### config.mk
export PLATFORM = sky130hd
export DESIGN_NAME = seq_datapath_flat
export DESIGN_NICKNAME = d
export VERILOG_FILES = /design/src/rtl/seq_datapath_pkg.sv /design/src/rtl/seq_datapath_if.sv /design/src/rtl/seq_datapath_regfile.sv /design/src/rtl/seq_datapath.sv /design/src/flat_wrapper.sv
export SDC_FILE = /design/constraint.sdc
export NUM_CORES = 1
export LEC_CHECK = 0
export CAP_MARGIN = 20
export CORE_MARGIN = 2
export CORE_UTILIZATION = 49
export CTS_CLUSTER_SIZE = 8
export DETAILED_ROUTE_END_ITERATION = 16
export PLACE_DENSITY_LB_ADDON = 0.05
export SYNTH_ARGS = -nofsm -noshare
export SYNTH_HDL_FRONTEND = slang
export SYNTH_SLANG_ARGS = --single-unit
### constraint.sdc
create_clock -name clk -period 8.4 [get_ports clk]
set_input_delay 1.26 -clock clk [delete_from_list [all_inputs] [get_ports clk]]
set_output_delay 1.26 -clock clk [all_outputs]
set_load 0.02 [all_outputs]
### src/rtl/seq_datapath_pkg.sv
// seq_datapath_pkg: shared types and constants for the sequenced datapath.
//   op_kind_e : op classes decoded by the micro-sequencer
//   alu_op_e  : ALU functions
//   shift_e   : B-operand shifter modes
//   state_e   : micro-sequencer states
//   Z_BIT/N_BIT/V_BIT : bit positions inside the 3-bit status word
package seq_datapath_pkg;

    typedef enum logic [1:0] {
        K_MOV_IMM = 2'b00,
        K_MOV_REG = 2'b01,
        K_ALU     = 2'b10,
        K_CMP     = 2'b11
    } op_kind_e;

    typedef enum logic [1:0] {
        ALU_ADD = 2'b00,
        ALU_SUB = 2'b01,
        ALU_AND = 2'b10,
        ALU_MVN = 2'b11
    } alu_op_e;

    typedef enum logic [1:0] {
        SH_NONE = 2'b00,
        SH_LSL  = 2'b01,
        SH_LSR  = 2'b10,
        SH_ASR  = 2'b11
    } shift_e;

    typedef enum logic [2:0] {
        IDLE = 3'd0,
        LDB  = 3'd1,
        LDA  = 3'd2,
        EXE  = 3'd3,
        WB   = 3'd4
    } state_e;

    localparam int unsigned Z_BIT = 0;
    localparam int unsigned N_BIT = 1;
    localparam int unsigned V_BIT = 2;

endpackage

### src/rtl/seq_datapath_if.sv
// seq_datapath_if: op request / result / debug bundle of seq_datapath.
//   master : op source (instruction decoder) - drives op_* and dbg_addr
//   slave  : the datapath - drives op_ready, done, result, status, dbg_data
// Optional macro DATAPATH_SHAMT_EN adds the op_shamt field.
interface seq_datapath_if #(
    parameter int unsigned DW   = 16,
    parameter int unsigned NREG = 8,
    parameter int unsigned IMMW = 8
);
    localparam int unsigned RW = $clog2(NREG);
`ifdef DATAPATH_SHAMT_EN
    localparam int unsigned SW = $clog2(DW);
`endif

    logic            op_valid;
    logic            op_ready;
    logic [1:0]      op_kind;
    logic [1:0]      op_alu;
    logic [1:0]      op_shift;
`ifdef DATAPATH_SHAMT_EN
    logic [SW-1:0]   op_shamt;
`endif
    logic [RW-1:0]   op_rd;
    logic [RW-1:0]   op_rn;
    logic [RW-1:0]   op_rm;
    logic [IMMW-1:0] op_imm;
    logic            done;
    logic [DW-1:0]   result;
    logic [2:0]      status;
    logic [RW-1:0]   dbg_addr;
    logic [DW-1:0]   dbg_data;

    modport master (
        output op_valid, op_kind, op_alu, op_shift,
`ifdef DATAPATH_SHAMT_EN
        output op_shamt,
`endif
        output op_rd, op_rn, op_rm, op_imm, dbg_addr,
        input  op_ready, done, result, status, dbg_data
    );

    modport slave (
        input  op_valid, op_kind, op_alu, op_shift,
`ifdef DATAPATH_SHAMT_EN
        input  op_shamt,
`endif
        input  op_rd, op_rn, op_rm, op_imm, dbg_addr,
        output op_ready, done, result, status, dbg_data
    );

endinterface

### src/rtl/seq_datapath_regfile.sv
// dp_regfile: NREG x DW general-purpose register file.
//   clk, rst_n        : clock, asynchronous active-low reset (clears all registers)
//   we, waddr, wdata  : single synchronous write port
//   raddr_a / rdata_a : combinational read (A operand, Rn)
//   raddr_b / rdata_b : combinational read (B operand, Rm)
//   dbg_addr/dbg_data : combinational debug read
module dp_regfile #(
    parameter  int unsigned DW   = 16,
    parameter  int unsigned NREG = 8,
    localparam int unsigned RW   = $clog2(NREG)
) (
    input  logic          clk,
    input  logic          rst_n,
    input  logic          we,
    input  logic [RW-1:0] waddr,
    input  logic [DW-1:0] wdata,
    input  logic [RW-1:0] raddr_a,
    output logic [DW-1:0] rdata_a,
    input  logic [RW-1:0] raddr_b,
    output logic [DW-1:0] rdata_b,
    input  logic [RW-1:0] dbg_addr,
    output logic [DW-1:0] dbg_data
);

    logic [DW-1:0] regs [NREG];

    always_ff @(posedge clk or negedge rst_n) begin
        if (!rst_n) begin
            for (int unsigned i = 0; i < NREG; i++) begin
                regs[i] <= '0;
            end
        end else if (we) begin
            regs[waddr] <= wdata;
        end
    end

    assign rdata_a  = regs[raddr_a];
    assign rdata_b  = regs[raddr_b];
    assign dbg_data = regs[dbg_addr];

endmodule

### src/rtl/seq_datapath.sv
// seq_datapath: register file + B shifter + ALU + A/B/C/status registers,
// driven by a micro-sequencer so one accepted op runs load/exec/writeback.
//   clk    : clock, rising edge
//   rst_n  : asynchronous active-low reset
//   bus    : seq_datapath_if.slave - op request (valid/ready + fields),
//            done pulse, result (C), status {V,N,Z}, debug register read
// Optional macro DATAPATH_SHAMT_EN: shift amount taken from op_shamt
// (0 = no shift); otherwise LSL/LSR/ASR shift by exactly one.
module seq_datapath
    import seq_datapath_pkg::*;
#(
    parameter int unsigned DW   = 16,
    parameter int unsigned NREG = 8,
    parameter int unsigned IMMW = 8
) (
    input logic            clk,
    input logic            rst_n,
    seq_datapath_if.slave  bus
);

    localparam int unsigned RW = $clog2(NREG);
    localparam int unsigned SW = $clog2(DW);

    state_e          state_q, state_d;
    logic            accept;

    // op fields captured on accept
    op_kind_e        kind_q;
    alu_op_e         alu_q;
    shift_e          shift_q;
    logic [RW-1:0]   rd_q, rn_q, rm_q;
    logic [IMMW-1:0] imm_q;
`ifdef DATAPATH_SHAMT_EN
    logic [SW-1:0]   shamt_q;
`endif

    logic [DW-1:0]   a_q, b_q, c_q;
    logic [2:0]      status_q;

    logic [DW-1:0]   rn_data, rm_data, dbg_data;
    logic            wr_en;
    logic [SW-1:0]   shamt;
    logic [DW-1:0]   sh_b, a_op, alu_res, imm_ext;
    alu_op_e         alu_sel;
    logic            alu_v;
    logic [2:0]      alu_flags;

    assign accept = (state_q == IDLE) && bus.op_valid;

    always_ff @(posedge clk or negedge rst_n) begin
        if (!rst_n) begin
            kind_q  <= K_MOV_IMM;
            alu_q   <= ALU_ADD;
            shift_q <= SH_NONE;
            rd_q    <= '0;
            rn_q    <= '0;
            rm_q    <= '0;
            imm_q   <= '0;
`ifdef DATAPATH_SHAMT_EN
            shamt_q <= '0;
`endif
        end else if (accept) begin
            kind_q  <= op_kind_e'(bus.op_kind);
            alu_q   <= alu_op_e'(bus.op_alu);
            shift_q <= shift_e'(bus.op_shift);
            rd_q    <= bus.op_rd;
            rn_q    <= bus.op_rn;
            rm_q    <= bus.op_rm;
            imm_q   <= bus.op_imm;
`ifdef DATAPATH_SHAMT_EN
            shamt_q <= bus.op_shamt;
`endif
        end
    end

    dp_regfile #(
        .DW   (DW),
        .NREG (NREG)
    ) u_regfile (
        .clk      (clk),
        .rst_n    (rst_n),
        .we       (wr_en),
        .waddr    (rd_q),
        .wdata    (c_q),
        .raddr_a  (rn_q),
        .rdata_a  (rn_data),
        .raddr_b  (rm_q),
        .rdata_b  (rm_data),
        .dbg_addr (bus.dbg_addr),
        .dbg_data (dbg_data)
    );

    // micro-sequencer: state register
    always_ff @(posedge clk or negedge rst_n) begin
        if (!rst_n) state_q <= IDLE;
        else        state_q <= state_d;
    end

    // micro-sequencer: next state. The kind is read from the bus in IDLE
    // (not yet captured) and from kind_q afterwards.
    always_comb begin
        state_d = state_q;
        case (state_q)
            IDLE: begin
                if (bus.op_valid) begin
                    if (op_kind_e'(bus.op_kind) == K_MOV_IMM) state_d = EXE;
                    else                                     state_d = LDB;
                end
            end
            LDB:     state_d = (kind_q == K_MOV_REG) ? EXE : LDA;
            LDA:     state_d = EXE;
            EXE:     state_d = WB;
            WB:      state_d = IDLE;
            default: state_d = IDLE;
        endcase
    end

`ifdef DATAPATH_SHAMT_EN
    assign shamt = shamt_q;
`else
    assign shamt = SW'(1);
`endif

    // B-operand shifter
    always_comb begin
        sh_b = b_q;
        case (shift_q)
            SH_LSL:  sh_b = b_q << shamt;
            SH_LSR:  sh_b = b_q >> shamt;
            SH_ASR:  sh_b = $signed(b_q) >>> shamt;
            default: sh_b = b_q;
        endcase
    end

    // ALU. MOV_REG is 0 + sh(Rm); CMP always subtracts, whatever op_alu says.
    always_comb begin
        a_op = (kind_q == K_MOV_REG) ? '0 : a_q;
        case (kind_q)
            K_ALU:   alu_sel = alu_q;
            K_CMP:   alu_sel = ALU_SUB;
            default: alu_sel = ALU_ADD;
        endcase
        alu_res = '0;
        alu_v   = 1'b0;
        case (alu_sel)
            ALU_ADD: begin
                alu_res = a_op + sh_b;
                alu_v   = (a_op[DW-1] == sh_b[DW-1]) && (alu_res[DW-1] != a_op[DW-1]);
            end
            ALU_SUB: begin
                alu_res = a_op - sh_b;
                alu_v   = (a_op[DW-1] != sh_b[DW-1]) && (alu_res[DW-1] != a_op[DW-1]);
            end
            ALU_AND: alu_res = a_op & sh_b;
            default: alu_res = ~sh_b;
        endcase
        alu_flags        = '0;
        alu_flags[Z_BIT] = (alu_res == '0);
        alu_flags[N_BIT] = alu_res[DW-1];
        alu_flags[V_BIT] = alu_v;
    end

    assign imm_ext = {{(DW-IMMW){imm_q[IMMW-1]}}, imm_q};

    // A/B/C/status registers
    always_ff @(posedge clk or negedge rst_n) begin
        if (!rst_n) begin
            a_q      <= '0;
            b_q      <= '0;
            c_q      <= '0;
            status_q <= '0;
        end else begin
            case (state_q)
                LDB: b_q <= rm_data;
                LDA: a_q <= rn_data;
                EXE: begin
                    c_q <= (kind_q == K_MOV_IMM) ? imm_ext : alu_res;
                    if (kind_q == K_ALU || kind_q == K_CMP) status_q <= alu_flags;
                end
                default: ;
            endcase
        end
    end

    assign wr_en        = (state_q == WB) && (kind_q != K_CMP);
    assign bus.op_ready = (state_q == IDLE);
    assign bus.done     = (state_q == WB);
    assign bus.result   = c_q;
    assign bus.status   = status_q;
    assign bus.dbg_data = dbg_data;

endmodule

### src/flat_wrapper.sv
// flat-port wrapper written by rule: the top's interface ports become plain ports
module seq_datapath_flat import seq_datapath_pkg::*;
#(
    parameter int unsigned DW   = 16,
    parameter int unsigned NREG = 8,
    parameter int unsigned IMMW = 8
)
  (clk, rst_n, bus_op_valid, bus_op_kind, bus_op_alu, bus_op_shift, bus_op_rd, bus_op_rn, bus_op_rm, bus_op_imm, bus_dbg_addr, bus_op_ready, bus_done, bus_result, bus_status, bus_dbg_data);
  seq_datapath_if #(.DW(DW), .NREG(NREG), .IMMW(IMMW)) bus_i ();
  input logic clk;
  input logic rst_n;
  input wire logic [$bits(bus_i.op_valid)-1:0] bus_op_valid;
  input wire logic [$bits(bus_i.op_kind)-1:0] bus_op_kind;
  input wire logic [$bits(bus_i.op_alu)-1:0] bus_op_alu;
  input wire logic [$bits(bus_i.op_shift)-1:0] bus_op_shift;
  input wire logic [$bits(bus_i.op_rd)-1:0] bus_op_rd;
  input wire logic [$bits(bus_i.op_rn)-1:0] bus_op_rn;
  input wire logic [$bits(bus_i.op_rm)-1:0] bus_op_rm;
  input wire logic [$bits(bus_i.op_imm)-1:0] bus_op_imm;
  input wire logic [$bits(bus_i.dbg_addr)-1:0] bus_dbg_addr;
  output wire logic [$bits(bus_i.op_ready)-1:0] bus_op_ready;
  output wire logic [$bits(bus_i.done)-1:0] bus_done;
  output wire logic [$bits(bus_i.result)-1:0] bus_result;
  output wire logic [$bits(bus_i.status)-1:0] bus_status;
  output wire logic [$bits(bus_i.dbg_data)-1:0] bus_dbg_data;
  assign bus_i.op_valid = bus_op_valid;
  assign bus_i.op_kind = bus_op_kind;
  assign bus_i.op_alu = bus_op_alu;
  assign bus_i.op_shift = bus_op_shift;
  assign bus_i.op_rd = bus_op_rd;
  assign bus_i.op_rn = bus_op_rn;
  assign bus_i.op_rm = bus_op_rm;
  assign bus_i.op_imm = bus_op_imm;
  assign bus_i.dbg_addr = bus_dbg_addr;
  assign bus_op_ready = bus_i.op_ready;
  assign bus_done = bus_i.done;
  assign bus_result = bus_i.result;
  assign bus_status = bus_i.status;
  assign bus_dbg_data = bus_i.dbg_data;
  seq_datapath #(.DW(DW), .NREG(NREG), .IMMW(IMMW)) u_core (.clk(clk), .rst_n(rst_n), .bus(bus_i));
endmodule
# Word level (Yosys, flattened, before mapping)
# Index checks and enable logic that the tools add are counted.
[classes] n_eq_ne=18 n_bitwise=6 n_mux=22 n_lt_le_gt_ge=5 addsub=2 n_reduce_logical=12
[ops] cell="16-bit binary-select mux with 3-bit select" count=3
[ops] cell="16-bit 2-to-1 mux" count=9
[ops] cell="128-bit bitwise mux" count=1
[ops] cell="16-bit one-hot mux with 3 select lines" count=2
[ops] cell="16-bit demux with 3-bit select" count=1
[ops] cell="16-bit adder" count=1
[ops] cell="16-bit bitwise AND" count=1
[ops] cell="4-bit >= comparator, second input constant" count=4
[ops] cell="16-bit zero test" count=1
[ops] cell="16-bit inverter" count=1
[ops] cell="3-bit inverter with 4-bit output" count=4
[ops] cell="16-bit subtractor" count=1
[ops] cell="3-bit one-hot mux with 4 select lines" count=1
[ops] cell="2-bit equality test, second input constant" count=5
[ops] cell="2-bit by 1-bit equality test with 1-bit output, second input constant" count=3
[ops] cell="3-bit by 2-bit equality test with 1-bit output, second input constant" count=2
[ops] cell="2-bit zero test" count=3
[ops] cell="1-bit logical AND" count=5
[ops] cell="4-bit by 1-bit < comparator with 1-bit output, second input constant" count=1
[ops] cell="2-bit inequality test, second input constant" count=2
[ops] cell="2-bit one-hot mux with 2 select lines" count=1
[ops] cell="3-bit by 1-bit equality test with 1-bit output, second input constant" count=1
[ops] cell="3-bit equality test, second input constant" count=1
[ops] cell="3-bit zero test" count=1
[ops] cell="8 further kinds" count=10
[word_totals] ff_bits=205 input_bits=29 output_inout_bits=37 wordCells=85

# Depth between registers and ports, before layout
# Gate-level depths: netlist (run 1).
[depth] ltp_word=6 mapped_depth=18 depth_no_buf=15

# Hierarchy
# A second synthesis (run 1) with hierarchy kept.
[hier_totals] cells_unflattened=1051 hier_area_um2=13643.1
[by_module_without_submodules] mod="dp_regfile" seq_area_each_um2=3203.1 instances=1 cells_per_inst=450 area_per_inst_um2=8071.5
[by_module_without_submodules] mod="seq_datapath" seq_area_each_um2=1926.8 instances=1 cells_per_inst=601 area_per_inst_um2=5571.6

# Least setup slack after synthesis (run 1)
# No wires, ideal clock.
[synth_timing] path_type="input to output" start="input port bus_dbg_addr[0]" end="output port bus_dbg_data[0]" cell_stages=4 arrival_time_ns=2.897 t_required_ns=7.140 n_path_buf=2 slack_ns=4.243 cell_sequence="clkbuf_1 buf_1 mux4_2 mux2_2"
[synth_via] elab_chain_len=4
[synth_lines] item="start, declared" line="flat_wrapper.sv:20" rtl="input wire logic [$bits(bus_i.dbg_addr)-1:0] bus_dbg_addr;"
[synth_lines] item="3-bit inverter with 4-bit output (implied by the code)" line="seq_datapath_regfile.sv:39" rtl="assign dbg_data = regs[dbg_addr];"
[synth_lines] item="16-bit binary-select mux with 3-bit select" line="seq_datapath_regfile.sv:39"
[synth_lines] item="16-bit 2-to-1 mux (implied by the code) (2 in series)" line="seq_datapath_regfile.sv:39"
[synth_lines] item="end, declared" line="flat_wrapper.sv:25" rtl="output wire logic [$bits(bus_i.dbg_data)-1:0] bus_dbg_data;"
# Every way passes these cells. The select of a mux whose other input is x is not followed.

# Worst setup path in the final report (run 1)
[layout_timing] start="input port bus_dbg_addr[2]" end="output port bus_dbg_data[5]"
# Same word-level chain as after synthesis.

==> run_summary.xml, run 1 <==
<?xml version="1.0" encoding="UTF-8"?>
<metrics>
  <group name="setup_path">
    <metric name="critical_path.cell_chain" unit="">clkdlybuf4s50_1 -&gt; mux2_2 -&gt; clkdlybuf4s50_1</metric>
    <metric name="path_max_fanout" unit="">16</metric>
    <metric name="cpMostUsedCell" unit="">sky130_fd_sc_hd__clkdlybuf4s50_1</metric>
    <metric name="cp_data_arrival_time" unit="ps">3470</metric>
    <metric name="setup.worst_path.end_class" unit="">primary output</metric>
    <metric name="crit_path_start_kind" unit="">input port</metric>
    <metric name="path_buf_inv" unit="">2</metric>
    <metric name="worst_path_largest_cell_delay" unit="ps">1180</metric>
    <metric name="cpMaxStageDelayCell" unit="">sky130_fd_sc_hd__clkdlybuf4s50_1</metric>
    <metric name="worstPathRequired" unit="ps">7140</metric>
    <metric name="crit_type" unit="">input port to primary output</metric>
    <metric name="crit_family" unit="">buffers and inverters</metric>
    <metric name="regToRegSetupSlack" unit="ps">4070</metric>
  </group>
  <group name="place">
    <metric name="dpl_worst_slack" unit="ps">3610</metric>
    <metric name="buffer_ports.inserted" unit="">65</metric>
    <metric name="place.detailed.hpwl" unit="um">23400</metric>
    <metric name="gp_congestion" unit="">0.869</metric>
  </group>
  <group name="timing">
    <metric name="setup_tns" unit="ps">0</metric>
    <metric name="final_max_slew_viol_count" unit="">0</metric>
    <metric name="finalCriticalPeriod" unit="ps">4730</metric>
    <metric name="post-route-period-util" unit="%">56.3</metric>
    <metric name="timing.clock.skew" unit="ps">52.1</metric>
    <metric name="max-slew-margin-rel" unit="%">23.8</metric>
    <metric name="postLayoutSetupSlackWorst" unit="ps">3670</metric>
    <metric name="worst-slew-pin-transition" unit="ps">1140</metric>
    <metric name="fmax" unit="GHz">0.212</metric>
    <metric name="setup_viol" unit="">0</metric>
    <metric name="setup_repair_after_global_routing_missed_its_margin" unit="">false</metric>
    <metric name="finalHoldViolations" unit="">0</metric>
  </group>
  <group name="drt">
    <metric name="dr.pass1.iters" unit="">6</metric>
    <metric name="route.detailed.drc" unit="">0</metric>
    <metric name="antenna_left" unit="">0</metric>
    <metric name="via_per_inst" unit="">6.27</metric>
    <metric name="dr_vias" unit="">9443</metric>
    <metric name="wl_per_cell" unit="um">23.4</metric>
    <metric name="drt_iter0_markers" unit="">839</metric>
    <metric name="final_wirelength" unit="um">35300</metric>
  </group>
  <group name="final_layout">
    <metric name="final_core_util" unit="%">56.3</metric>
    <metric name="mostFrequentLayoutCell" unit="">sky130_fd_sc_hd__dfrtp_1</metric>
    <metric name="share_of_post_route_cells_with_drive_strength_above_1" unit="%">31.1</metric>
    <metric name="layout_common_cells" unit="">203 x sky130_fd_sc_hd__dfrtp_1, 167 x sky130_fd_sc_hd__mux2_2, 96 x sky130_fd_sc_hd__mux4_2, 90 x sky130_fd_sc_hd__nor2_1, 66 x sky130_fd_sc_hd__a21oi_1</metric>
    <metric name="area_growth" unit="%">13.2</metric>
    <metric name="finish.net_count" unit="">1224</metric>
  </group>
  <group name="clock_network">
    <metric name="cts.repair_timing.setup_buffer_count" unit="">0</metric>
    <metric name="tritoncts.num_buffers" unit="">30</metric>
    <metric name="ctsResizeCount" unit="">0</metric>
    <metric name="cts_hold_buffers" unit="">0</metric>
    <metric name="clk-insertion-delay-late" unit="ps">580</metric>
    <metric name="clock_sink_count" unit="">205</metric>
    <metric name="cts_tree" unit="">built</metric>
    <metric name="clockBufferDepth" unit="">3</metric>
    <metric name="cts.htree.levels" unit="">1</metric>
    <metric name="cts_root_buf" unit="">sky130_fd_sc_hd__clkbuf_16</metric>
    <metric name="cts.reportedPaths.clkPinSlew" unit="ps">50</metric>
  </group>
  <group name="die">
    <metric name="initial_utilization" unit="%">49.7</metric>
    <metric name="die_y" unit="um">169</metric>
    <metric name="number_of_placed_i_o_pins" unit="">66</metric>
    <metric name="floorplan.die_area" unit="mm^2">0.0285</metric>
    <metric name="die-width" unit="um">169</metric>
    <metric name="fp-row-count" unit="">60</metric>
    <metric name="core-area" unit="mm^2">0.0268</metric>
  </group>
  <group name="run_status">
    <metric name="result_of_the_run" unit="">complete, no violations</metric>
  </group>
  <group name="global_route">
    <metric name="antenna_found_initial" unit="">0</metric>
    <metric name="first_pass_grt_wire_length" unit="um">55300</metric>
    <metric name="grt.overflow.total" unit="">0</metric>
    <metric name="number_of_global_route_vias_before_repair" unit="">9474</metric>
    <metric name="grt_max_degree" unit="">131</metric>
    <metric name="grt_usage" unit="%">25.4</metric>
  </group>
  <group name="logic_synthesis">
    <metric name="synthesis.nets" unit="">1184</metric>
    <metric name="synth_top_family_by_area" unit="">multiplexers</metric>
    <metric name="portion_of_the_post_synthesis_area_used_by_sequential_elements" unit="%">38.5</metric>
    <metric name="yosys.area_share.adder" unit="%">3.31</metric>
    <metric name="post_synth_num_cell_types" unit="">85</metric>
    <metric name="avg_cell_area_syn" unit="um^2">11.9</metric>
    <metric name="yosys_register_bits" unit="">205</metric>
    <metric name="synth_edf_count" unit="">0</metric>
    <metric name="mappedNetlistArea" unit="mm^2">0.0133</metric>
    <metric name="synth-warning-count" unit="">0</metric>
    <metric name="netlist_instances" unit="">1121</metric>
    <metric name="post_synth_and_or_nand_nor_area_fraction" unit="%">8.52</metric>
    <metric name="synthFlopType" unit="">sky130_fd_sc_hd__dfrtp_1</metric>
    <metric name="post_synth_xor_area_fraction" unit="%">0.986</metric>
    <metric name="asyncSetResetFlopFracSynth" unit="%">100</metric>
    <metric name="synth_compound_gate_area_share" unit="%">10.7</metric>
    <metric name="post_synth_mux_area_share" unit="%">34.2</metric>
  </group>
  <group name="min_path">
    <metric name="worstHoldPathType" unit="">register to register</metric>
  </group>
  <group name="run">
    <metric name="maxCapViolations" unit="">0</metric>
  </group>
</metrics>
-- worst register-to-register path, stage by stage, from the launching register on --
cell                        delay [ps]
sky130_fd_sc_hd__dfrtp_1           680
sky130_fd_sc_hd__nand2b_1          540
sky130_fd_sc_hd__nand2_1           160
sky130_fd_sc_hd__inv_1              80
sky130_fd_sc_hd__ha_1              170
sky130_fd_sc_hd__inv_1              90
sky130_fd_sc_hd__fa_1              460
sky130_fd_sc_hd__nand2b_1          190
sky130_fd_sc_hd__a21oi_1           350
sky130_fd_sc_hd__o21ai_1           220
sky130_fd_sc_hd__a311oi_2          330
sky130_fd_sc_hd__a2111oi_0         160
sky130_fd_sc_hd__o31a_1            330
sky130_fd_sc_hd__a211oi_1          210
sky130_fd_sc_hd__o2111ai_1         160
sky130_fd_sc_hd__o21ai_1           140
-- stage by stage --
stage,cells,hold slack (ps),area (um^2)
5_1_grt,1506,517,15100
4_1_cts,1504,490,15000
3_5_place_dp,1468,479,14200
6_report,1507,484,15100
3_3_place_gp,1468,471,14200
2_1_floorplan,1121,480,13300
-- layer usage --
layer | wire [um] | global-route usage [%] | share of wire [%] | vias to the layer above
met1 | 16000 | 35.7 | 45 | 4854
met2 | 16700 | 41.1 | 47 | 243
met5 | 0 | 0 | 0 | -
met3 | 1840 | 4.37 | 5.2 | 60
li1 | - | - | - | 4286
met4 | 810 | 6.37 | 2.3 | 0
-- flip-flops by register name, indices dropped and copies added, names as in the netlist --
name                   count
u_core.rm_q                3
u_core.rn_q                3
u_core.b_q                16
u_core.shift_q             2
u_core.state_q             3
u_core.imm_q               8
u_core.bus.result         16
u_core.kind_q              2
u_core.alu_q               2
u_core.bus.status          3
u_core.u_regfile.regs    128
u_core.a_q                16
u_core.rd_q                3
-- path summary, 6_finish.rpt --
check	end	cells after the start	from
worst max-delay path	bus_dbg_data[5]	3	bus_dbg_addr[2]
worst min-delay path	u_core.bus.status[1]$_DFFE_PN0P_	2	u_core.bus.status[1]$_DFFE_PN0P_
worst max register to register	u_core.bus.status[0]$_DFFE_PN0P_	15	u_core.kind_q[1]$_DFFE_PN0P_
worst min register to register	u_core.bus.status[1]$_DFFE_PN0P_	2	u_core.bus.status[1]$_DFFE_PN0P_
max in group asynchronous	u_core.a_q[15]$_DFFE_PN0N_	3	rst_n
min in group asynchronous	u_core.rm_q[1]$_DFFE_PN0P_	1	rst_n
-- kinds of logic after synthesis --
logic type	Yosys count
simple gates	233
fa+ha+maj	34
buf+inv	117
flops	205
compound gates	202
mux	315
xor+xnor	15
-- synthesized netlist by cell type, types with 15 or more instances --
library cell	count	area share [%]
sky130_fd_sc_hd__mux2_2	167	14
sky130_fd_sc_hd__mux4_2	96	16
sky130_fd_sc_hd__o21ai_0	31	1.2
sky130_fd_sc_hd__clkbuf_1	45	1.3
sky130_fd_sc_hd__a21oi_1	66	2.5
sky130_fd_sc_hd__inv_1	37	1.0
sky130_fd_sc_hd__mux2i_1	52	3.9
sky130_fd_sc_hd__and2_1	15	0.70
sky130_fd_sc_hd__nor2_1	91	2.6
sky130_fd_sc_hd__ha_1	32	3.0
sky130_fd_sc_hd__nand2_1	52	1.5
sky130_fd_sc_hd__dfrtp_1	205	39
-- layout make-up --
type,instances,area (um^2)
antenna,1,2.50
inverter,37,139
clock buffer,33,772
sequential,205,5130
clock inverter,3,42.5
timing repair buffer,88,855
fill,2290,11700
tap,341,427
multi-input combinational,799,7710
Power of run 1 is not shown: default switching activity piles up to over one toggle a cycle in this logic, so the estimate is an artifact.
==> run 2: changes to the inputs <==
==> constraint.sdc (replaced) <==
create_clock -name clk -period 4.3 [get_ports clk]
set_input_delay 0.645 -clock clk [delete_from_list [all_inputs] [get_ports clk]]
set_output_delay 0.645 -clock clk [all_outputs]
set_load 0.02 [all_outputs]
==> run_summary.xml, run 2 (synthesis gave the netlist of run 1 again) <==
<?xml version="1.0" encoding="UTF-8"?>
<metrics>
  <group name="timing">
    <metric name="setup_tns" unit="ps">0</metric>
    <metric name="setup_repair_after_global_routing_missed_its_margin" unit="">false</metric>
    <metric name="post-route-period-util" unit="%">91.0</metric>
    <metric name="finalCriticalPeriod" unit="ps">3910</metric>
    <metric name="timing.clock.skew" unit="ps">36.2</metric>
    <metric name="worst-slew-pin-transition" unit="ps">1010</metric>
    <metric name="fmax" unit="GHz">0.255</metric>
    <metric name="finalHoldViolations" unit="">0</metric>
    <metric name="setup_viol" unit="">0</metric>
    <metric name="postLayoutSetupSlackWorst" unit="ps">385</metric>
    <metric name="final_max_slew_viol_count" unit="">0</metric>
    <metric name="timing.hold.ws" unit="ps">164</metric>
    <metric name="max-slew-margin-rel" unit="%">32.5</metric>
  </group>
  <group name="setup_path">
    <metric name="crit_cells" unit="">14</metric>
    <metric name="worst_path_largest_cell_delay" unit="ps">730</metric>
    <metric name="crit_family" unit="">compound AO/OA/AOI/OAI gates</metric>
    <metric name="path_buf_inv" unit="">2</metric>
    <metric name="cpMaxStageDelayCell" unit="">sky130_fd_sc_hd__dfrtp_1</metric>
    <metric name="r2r_cells" unit="">14</metric>
    <metric name="reg2reg_to" unit="">u_core.bus.result[15]$_DFFE_PN0P_</metric>
    <metric name="critical_path.cell_chain" unit="">mux2i_1 -&gt; nor2_1 -&gt; a21oi_1 -&gt; inv_1 -&gt; ha_1 -&gt; inv_1 -&gt; o311ai_2 -&gt; a2111oi_2 -&gt; nor3_2 -&gt; o41ai_4 -&gt; xnor2_1 -&gt; a211oi_2 -&gt; or2_1 -&gt; o31ai_2</metric>
    <metric name="worstPathRequired" unit="ps">4760</metric>
    <metric name="regToRegSetupSlack" unit="ps">390</metric>
    <metric name="path_max_fanout" unit="">14</metric>
    <metric name="crit_type" unit="">register to register</metric>
    <metric name="critical_path.reg2reg.startpoint" unit="">u_core.shift_q[0]$_DFFE_PN0P_</metric>
    <metric name="cpMostUsedCell" unit="">sky130_fd_sc_hd__inv_1</metric>
    <metric name="cp_data_arrival_time" unit="ps">4370</metric>
    <metric name="setup.worst_path.end_class" unit="">register</metric>
    <metric name="crit_path_start_kind" unit="">register</metric>
  </group>
  <group name="clock_network">
    <metric name="cts_root_buf" unit="">sky130_fd_sc_hd__clkbuf_16</metric>
    <metric name="clock_sink_count" unit="">205</metric>
    <metric name="ctsResizeCount" unit="">0</metric>
    <metric name="clockBufferDepth" unit="">3</metric>
    <metric name="cts.htree.levels" unit="">1</metric>
    <metric name="cts_tree" unit="">built</metric>
    <metric name="tritoncts.num_buffers" unit="">30</metric>
    <metric name="clk-insertion-delay-late" unit="ps">570</metric>
    <metric name="cts_hold_buffers" unit="">0</metric>
    <metric name="cts.reportedPaths.clkPinSlew" unit="ps">60</metric>
    <metric name="cts.repair_timing.setup_buffer_count" unit="">0</metric>
  </group>
  <group name="global_route">
    <metric name="first_pass_grt_wire_length" unit="um">56700</metric>
    <metric name="antenna_found_initial" unit="">1</metric>
    <metric name="grt_max_degree" unit="">96</metric>
    <metric name="number_of_global_route_vias_before_repair" unit="">9686</metric>
    <metric name="grt_usage" unit="%">25.9</metric>
    <metric name="grt.overflow.total" unit="">0</metric>
  </group>
  <group name="final_layout">
    <metric name="antenna-diode-count" unit="">0</metric>
    <metric name="flip_flop_count_of_the_largest_register_after_layout" unit="">128</metric>
    <metric name="area_growth" unit="%">14.4</metric>
    <metric name="fill_cells" unit="">2265</metric>
    <metric name="mostFrequentLayoutCell" unit="">sky130_fd_sc_hd__dfrtp_1</metric>
    <metric name="finish.net_count" unit="">1244</metric>
    <metric name="layout_common_cells" unit="">203 x sky130_fd_sc_hd__dfrtp_1, 167 x sky130_fd_sc_hd__mux2_2, 96 x sky130_fd_sc_hd__mux4_2, 90 x sky130_fd_sc_hd__nor2_1, 66 x sky130_fd_sc_hd__a21oi_1</metric>
    <metric name="register_with_the_highest_flop_count" unit="">u_core.u_regfile.regs</metric>
    <metric name="multiInputGateArea" unit="mm^2">0.00771</metric>
    <metric name="regArea" unit="mm^2">0.00513</metric>
    <metric name="share_of_post_route_cells_with_drive_strength_above_1" unit="%">32.2</metric>
  </group>
  <group name="drt">
    <metric name="via_per_inst" unit="">6.30</metric>
    <metric name="route.detailed.drc" unit="">0</metric>
    <metric name="dr_vias" unit="">9620</metric>
    <metric name="dr.pass1.iters" unit="">5</metric>
    <metric name="drt_iter0_markers" unit="">740</metric>
    <metric name="final_wirelength" unit="um">36200</metric>
    <metric name="antenna_left" unit="">0</metric>
    <metric name="wl_per_cell" unit="um">23.7</metric>
  </group>
  <group name="die">
    <metric name="die-width" unit="um">169</metric>
    <metric name="die_y" unit="um">169</metric>
    <metric name="initial_utilization" unit="%">49.7</metric>
    <metric name="floorplan.die_area" unit="mm^2">0.0285</metric>
    <metric name="fp-row-count" unit="">60</metric>
    <metric name="core-area" unit="mm^2">0.0268</metric>
    <metric name="number_of_placed_i_o_pins" unit="">66</metric>
  </group>
  <group name="run_status">
    <metric name="result_of_the_run" unit="">complete, no violations</metric>
  </group>
  <group name="min_path">
    <metric name="worstHoldPathType" unit="">input port to asynchronous set/reset pin</metric>
  </group>
  <group name="place">
    <metric name="place.detailed.hpwl" unit="um">24600</metric>
    <metric name="gp_congestion" unit="">0.883</metric>
    <metric name="dpl_worst_slack" unit="ps">412</metric>
    <metric name="buffer_ports.inserted" unit="">65</metric>
  </group>
  <group name="run">
    <metric name="maxCapViolations" unit="">0</metric>
  </group>
</metrics>
==> run 2: metal layers <==
metal	vias to the layer above	part of all wire (%)	track usage, %
met1	4930	44	36.5
met5	-	0	0
met4	0	2.3	6.22
met3	63	5.8	3.62
li1	4323	-	-
met2	304	48	42.7
==> run 2: how the worst max path moves through the flow <==
stage,startpoint,to
final,u_core.shift_q[0]$_DFFE_PN0P_,u_core.bus.result[15]$_DFFE_PN0P_
after CTS,u_core.shift_q[0]$_DFFE_PN0P_,u_core.bus.result[15]$_DFFE_PN0P_
after global routing,u_core.shift_q[0]$_DFFE_PN0P_,u_core.bus.status[0]$_DFFE_PN0P_
after detailed placement,u_core.shift_q[0]$_DFFE_PN0P_,u_core.bus.result[15]$_DFFE_PN0P_
after global placement,u_core.shift_q[0]$_DFFE_PN0P_,u_core.bus.status[0]$_DFFE_PN0P_
after floorplan,u_core.kind_q[1]$_DFFE_PN0P_,u_core.bus.status[0]$_DFFE_PN0P_
==> run 2: cell type report <==
cell class | count | share of cell area, %
multi-input cells | 799 | 50.6
repair buffers | 108 | 6.59
flip-flops and latches | 205 | 33.7
clock buffers | 33 | 5.00
well taps | 341 | 2.80
inverters | 37 | 0.911
clock inverters | 3 | 0.451
==> run 2: metrics by stage <==
stage,util [%],instance area [um^2],std cells
2_1_floorplan,-,13300,1121
3_3_place_gp,53.6,14400,1488
3_5_place_dp,53.7,14400,1489
4_1_cts,56.8,15200,1525
5_1_grt,56.9,15200,1526
6_report,56.9,15200,1526
==> run 2: worst register-to-register path, delay by kind of cell, from the launching register on <==
family	cells	cell delay, ps
compound gates	6	1560
xor+xnor	1	170
fa+ha+maj	1	420
buf+inv	2	250
flops	1	730
mux	1	260
simple gates	3	450
Power of run 2 is left out for the same reason.
==> run 3: changes to the inputs <==
--- a/config.mk
+++ b/config.mk
@@ -6,6 +6,7 @@
 export NUM_CORES = 1
 export LEC_CHECK = 0
 export CAP_MARGIN = 20
+export CORE_ASPECT_RATIO = 0.7
 export CORE_MARGIN = 2
 export CORE_UTILIZATION = 49
 export CTS_CLUSTER_SIZE = 8
==> run_summary.xml, run 3 (synthesis gave the netlist of run 1 again) <==
<?xml version="1.0" encoding="UTF-8"?>
<metrics>
  <group name="place">
    <metric name="gp_congestion" unit="">0.942</metric>
    <metric name="dpl_worst_slack" unit="ps">178</metric>
    <metric name="place.detailed.hpwl" unit="um">24900</metric>
    <metric name="buffer_ports.inserted" unit="">65</metric>
  </group>
  <group name="global_route">
    <metric name="grt_max_degree" unit="">108</metric>
    <metric name="first_pass_grt_wire_length" unit="um">57800</metric>
    <metric name="antenna_found_initial" unit="">0</metric>
    <metric name="number_of_global_route_vias_before_repair" unit="">9520</metric>
    <metric name="grt_usage" unit="%">26.6</metric>
    <metric name="grt.overflow.total" unit="">0</metric>
  </group>
  <group name="timing">
    <metric name="fmax" unit="GHz">0.243</metric>
    <metric name="post-route-period-util" unit="%">95.7</metric>
    <metric name="finalCriticalPeriod" unit="ps">4120</metric>
    <metric name="max-slew-margin-rel" unit="%">18.8</metric>
    <metric name="final_max_slew_viol_count" unit="">0</metric>
    <metric name="setup_viol" unit="">0</metric>
    <metric name="worst-slew-pin-transition" unit="ps">1210</metric>
    <metric name="finalHoldViolations" unit="">0</metric>
    <metric name="setup_repair_after_global_routing_missed_its_margin" unit="">false</metric>
    <metric name="postLayoutSetupSlackWorst" unit="ps">184</metric>
    <metric name="setup_tns" unit="ps">0</metric>
    <metric name="timing.clock.skew" unit="ps">28.1</metric>
  </group>
  <group name="final_layout">
    <metric name="flip_flop_count_of_the_largest_register_after_layout" unit="">128</metric>
    <metric name="antenna-diode-count" unit="">0</metric>
    <metric name="layout_common_cells" unit="">202 x sky130_fd_sc_hd__dfrtp_1, 167 x sky130_fd_sc_hd__mux2_2, 96 x sky130_fd_sc_hd__mux4_2, 90 x sky130_fd_sc_hd__nor2_1, 66 x sky130_fd_sc_hd__a21oi_1</metric>
    <metric name="multiInputGateArea" unit="mm^2">0.00772</metric>
    <metric name="area_growth" unit="%">14.0</metric>
    <metric name="finish.net_count" unit="">1236</metric>
    <metric name="regArea" unit="mm^2">0.00513</metric>
    <metric name="share_of_post_route_cells_with_drive_strength_above_1" unit="%">31.7</metric>
    <metric name="register_with_the_highest_flop_count" unit="">u_core.u_regfile.regs</metric>
    <metric name="final_core_util" unit="%">56.9</metric>
    <metric name="mostFrequentLayoutCell" unit="">sky130_fd_sc_hd__dfrtp_1</metric>
    <metric name="fill_cells" unit="">2284</metric>
  </group>
  <group name="die">
    <metric name="die_y" unit="um">142</metric>
    <metric name="core-area" unit="mm^2">0.0267</metric>
    <metric name="fp-row-count" unit="">50</metric>
    <metric name="initial_utilization" unit="%">49.9</metric>
    <metric name="floorplan.die_area" unit="mm^2">0.0285</metric>
    <metric name="die-width" unit="um">201</metric>
    <metric name="number_of_placed_i_o_pins" unit="">66</metric>
  </group>
  <group name="setup_path">
    <metric name="crit_path_start_kind" unit="">register</metric>
    <metric name="worstPathRequired" unit="ps">4780</metric>
    <metric name="r2r_cells" unit="">14</metric>
    <metric name="crit_type" unit="">register to register</metric>
    <metric name="cp_data_arrival_time" unit="ps">4600</metric>
    <metric name="path_max_fanout" unit="">14</metric>
    <metric name="setup.worst_path.end_class" unit="">register</metric>
  </group>
  <group name="run_status">
    <metric name="result_of_the_run" unit="">complete, no violations</metric>
  </group>
  <group name="clock_network">
    <metric name="clockBufferDepth" unit="">3</metric>
    <metric name="cts_hold_buffers" unit="">0</metric>
    <metric name="cts_tree" unit="">built</metric>
    <metric name="tritoncts.num_buffers" unit="">29</metric>
    <metric name="clk-insertion-delay-late" unit="ps">560</metric>
    <metric name="ctsResizeCount" unit="">0</metric>
    <metric name="cts.reportedPaths.clkPinSlew" unit="ps">50</metric>
    <metric name="cts.htree.levels" unit="">1</metric>
    <metric name="cts.repair_timing.setup_buffer_count" unit="">0</metric>
    <metric name="cts_root_buf" unit="">sky130_fd_sc_hd__clkbuf_16</metric>
    <metric name="clock_sink_count" unit="">205</metric>
  </group>
  <group name="drt">
    <metric name="dr.pass1.iters" unit="">5</metric>
    <metric name="route.detailed.drc" unit="">0</metric>
    <metric name="final_wirelength" unit="um">37000</metric>
    <metric name="antenna_left" unit="">0</metric>
    <metric name="drt_iter0_markers" unit="">692</metric>
    <metric name="dr_vias" unit="">9629</metric>
    <metric name="via_per_inst" unit="">6.26</metric>
    <metric name="wl_per_cell" unit="um">24.0</metric>
  </group>
  <group name="min_path">
    <metric name="worstHoldPathType" unit="">input port to asynchronous set/reset pin</metric>
  </group>
  <group name="run">
    <metric name="maxCapViolations" unit="">0</metric>
  </group>
</metrics>
-- run 3: worst paths after layout --
check	from	end	slack, ps
min in group clk	u_core.imm_q[2]$_DFFE_PN0P_	u_core.imm_q[2]$_DFFE_PN0P_	520
max reg2reg	u_core.shift_q[0]$_DFFE_PN0P_	u_core.bus.status[0]$_DFFE_PN0P_	180
min reg2reg	u_core.imm_q[2]$_DFFE_PN0P_	u_core.imm_q[2]$_DFFE_PN0P_	520
max	u_core.shift_q[0]$_DFFE_PN0P_	u_core.bus.status[0]$_DFFE_PN0P_	180
min	rst_n	u_core.bus.result[9]$_DFFE_PN0P_	220
max in group asynchronous	rst_n	u_core.shift_q[0]$_DFFE_PN0P_	3240
-- run 3: cell type report --
type,count,area share [%]
multi-input cells,799,50.8
flip-flops and latches,205,33.8
repair buffers,101,6.51
clock buffers,32,4.92
well taps,364,3.00
inverters,37,0.914
clock inverters,1,0.0576
-- run 3: worst max-delay path, cell delays in order (launching register included) --
cell and delay, ps:
sky130_fd_sc_hd__dfrtp_2 570, sky130_fd_sc_hd__nor2_1 310, sky130_fd_sc_hd__a22o_1 210, sky130_fd_sc_hd__ha_1 190, sky130_fd_sc_hd__inv_1 80, sky130_fd_sc_hd__fa_1 470
sky130_fd_sc_hd__nand2b_1 200, sky130_fd_sc_hd__a21oi_1 410, sky130_fd_sc_hd__o21ai_1 220, sky130_fd_sc_hd__a311oi_2 350, sky130_fd_sc_hd__a2111oi_0 180, sky130_fd_sc_hd__o31a_1 320
sky130_fd_sc_hd__a211oi_1 220, sky130_fd_sc_hd__o2111ai_1 150, sky130_fd_sc_hd__o21ai_1 150
-- run 3: layer usage --
layer | GRT usage (%) | part of all wire (%) | up-vias
li1 | - | - | 4318
met1 | 39.9 | 47 | 4921
met2 | 40.5 | 45 | 343
met3 | 4.74 | 6.4 | 47
met4 | 5.85 | 1.8 | 0
met5 | 0 | 0 | -
-- run 3: per-stage QoR --
step	instances	hold slack, ps	cell area (um^2)
2_1_floorplan	1121	349	13300
6_report	1539	215	15200
3_3_place_gp	1504	493	14400
5_1_grt	1539	263	15200
4_1_cts	1538	258	15200
3_5_place_dp	1505	506	14400
Power of run 3 is left out for the same reason.
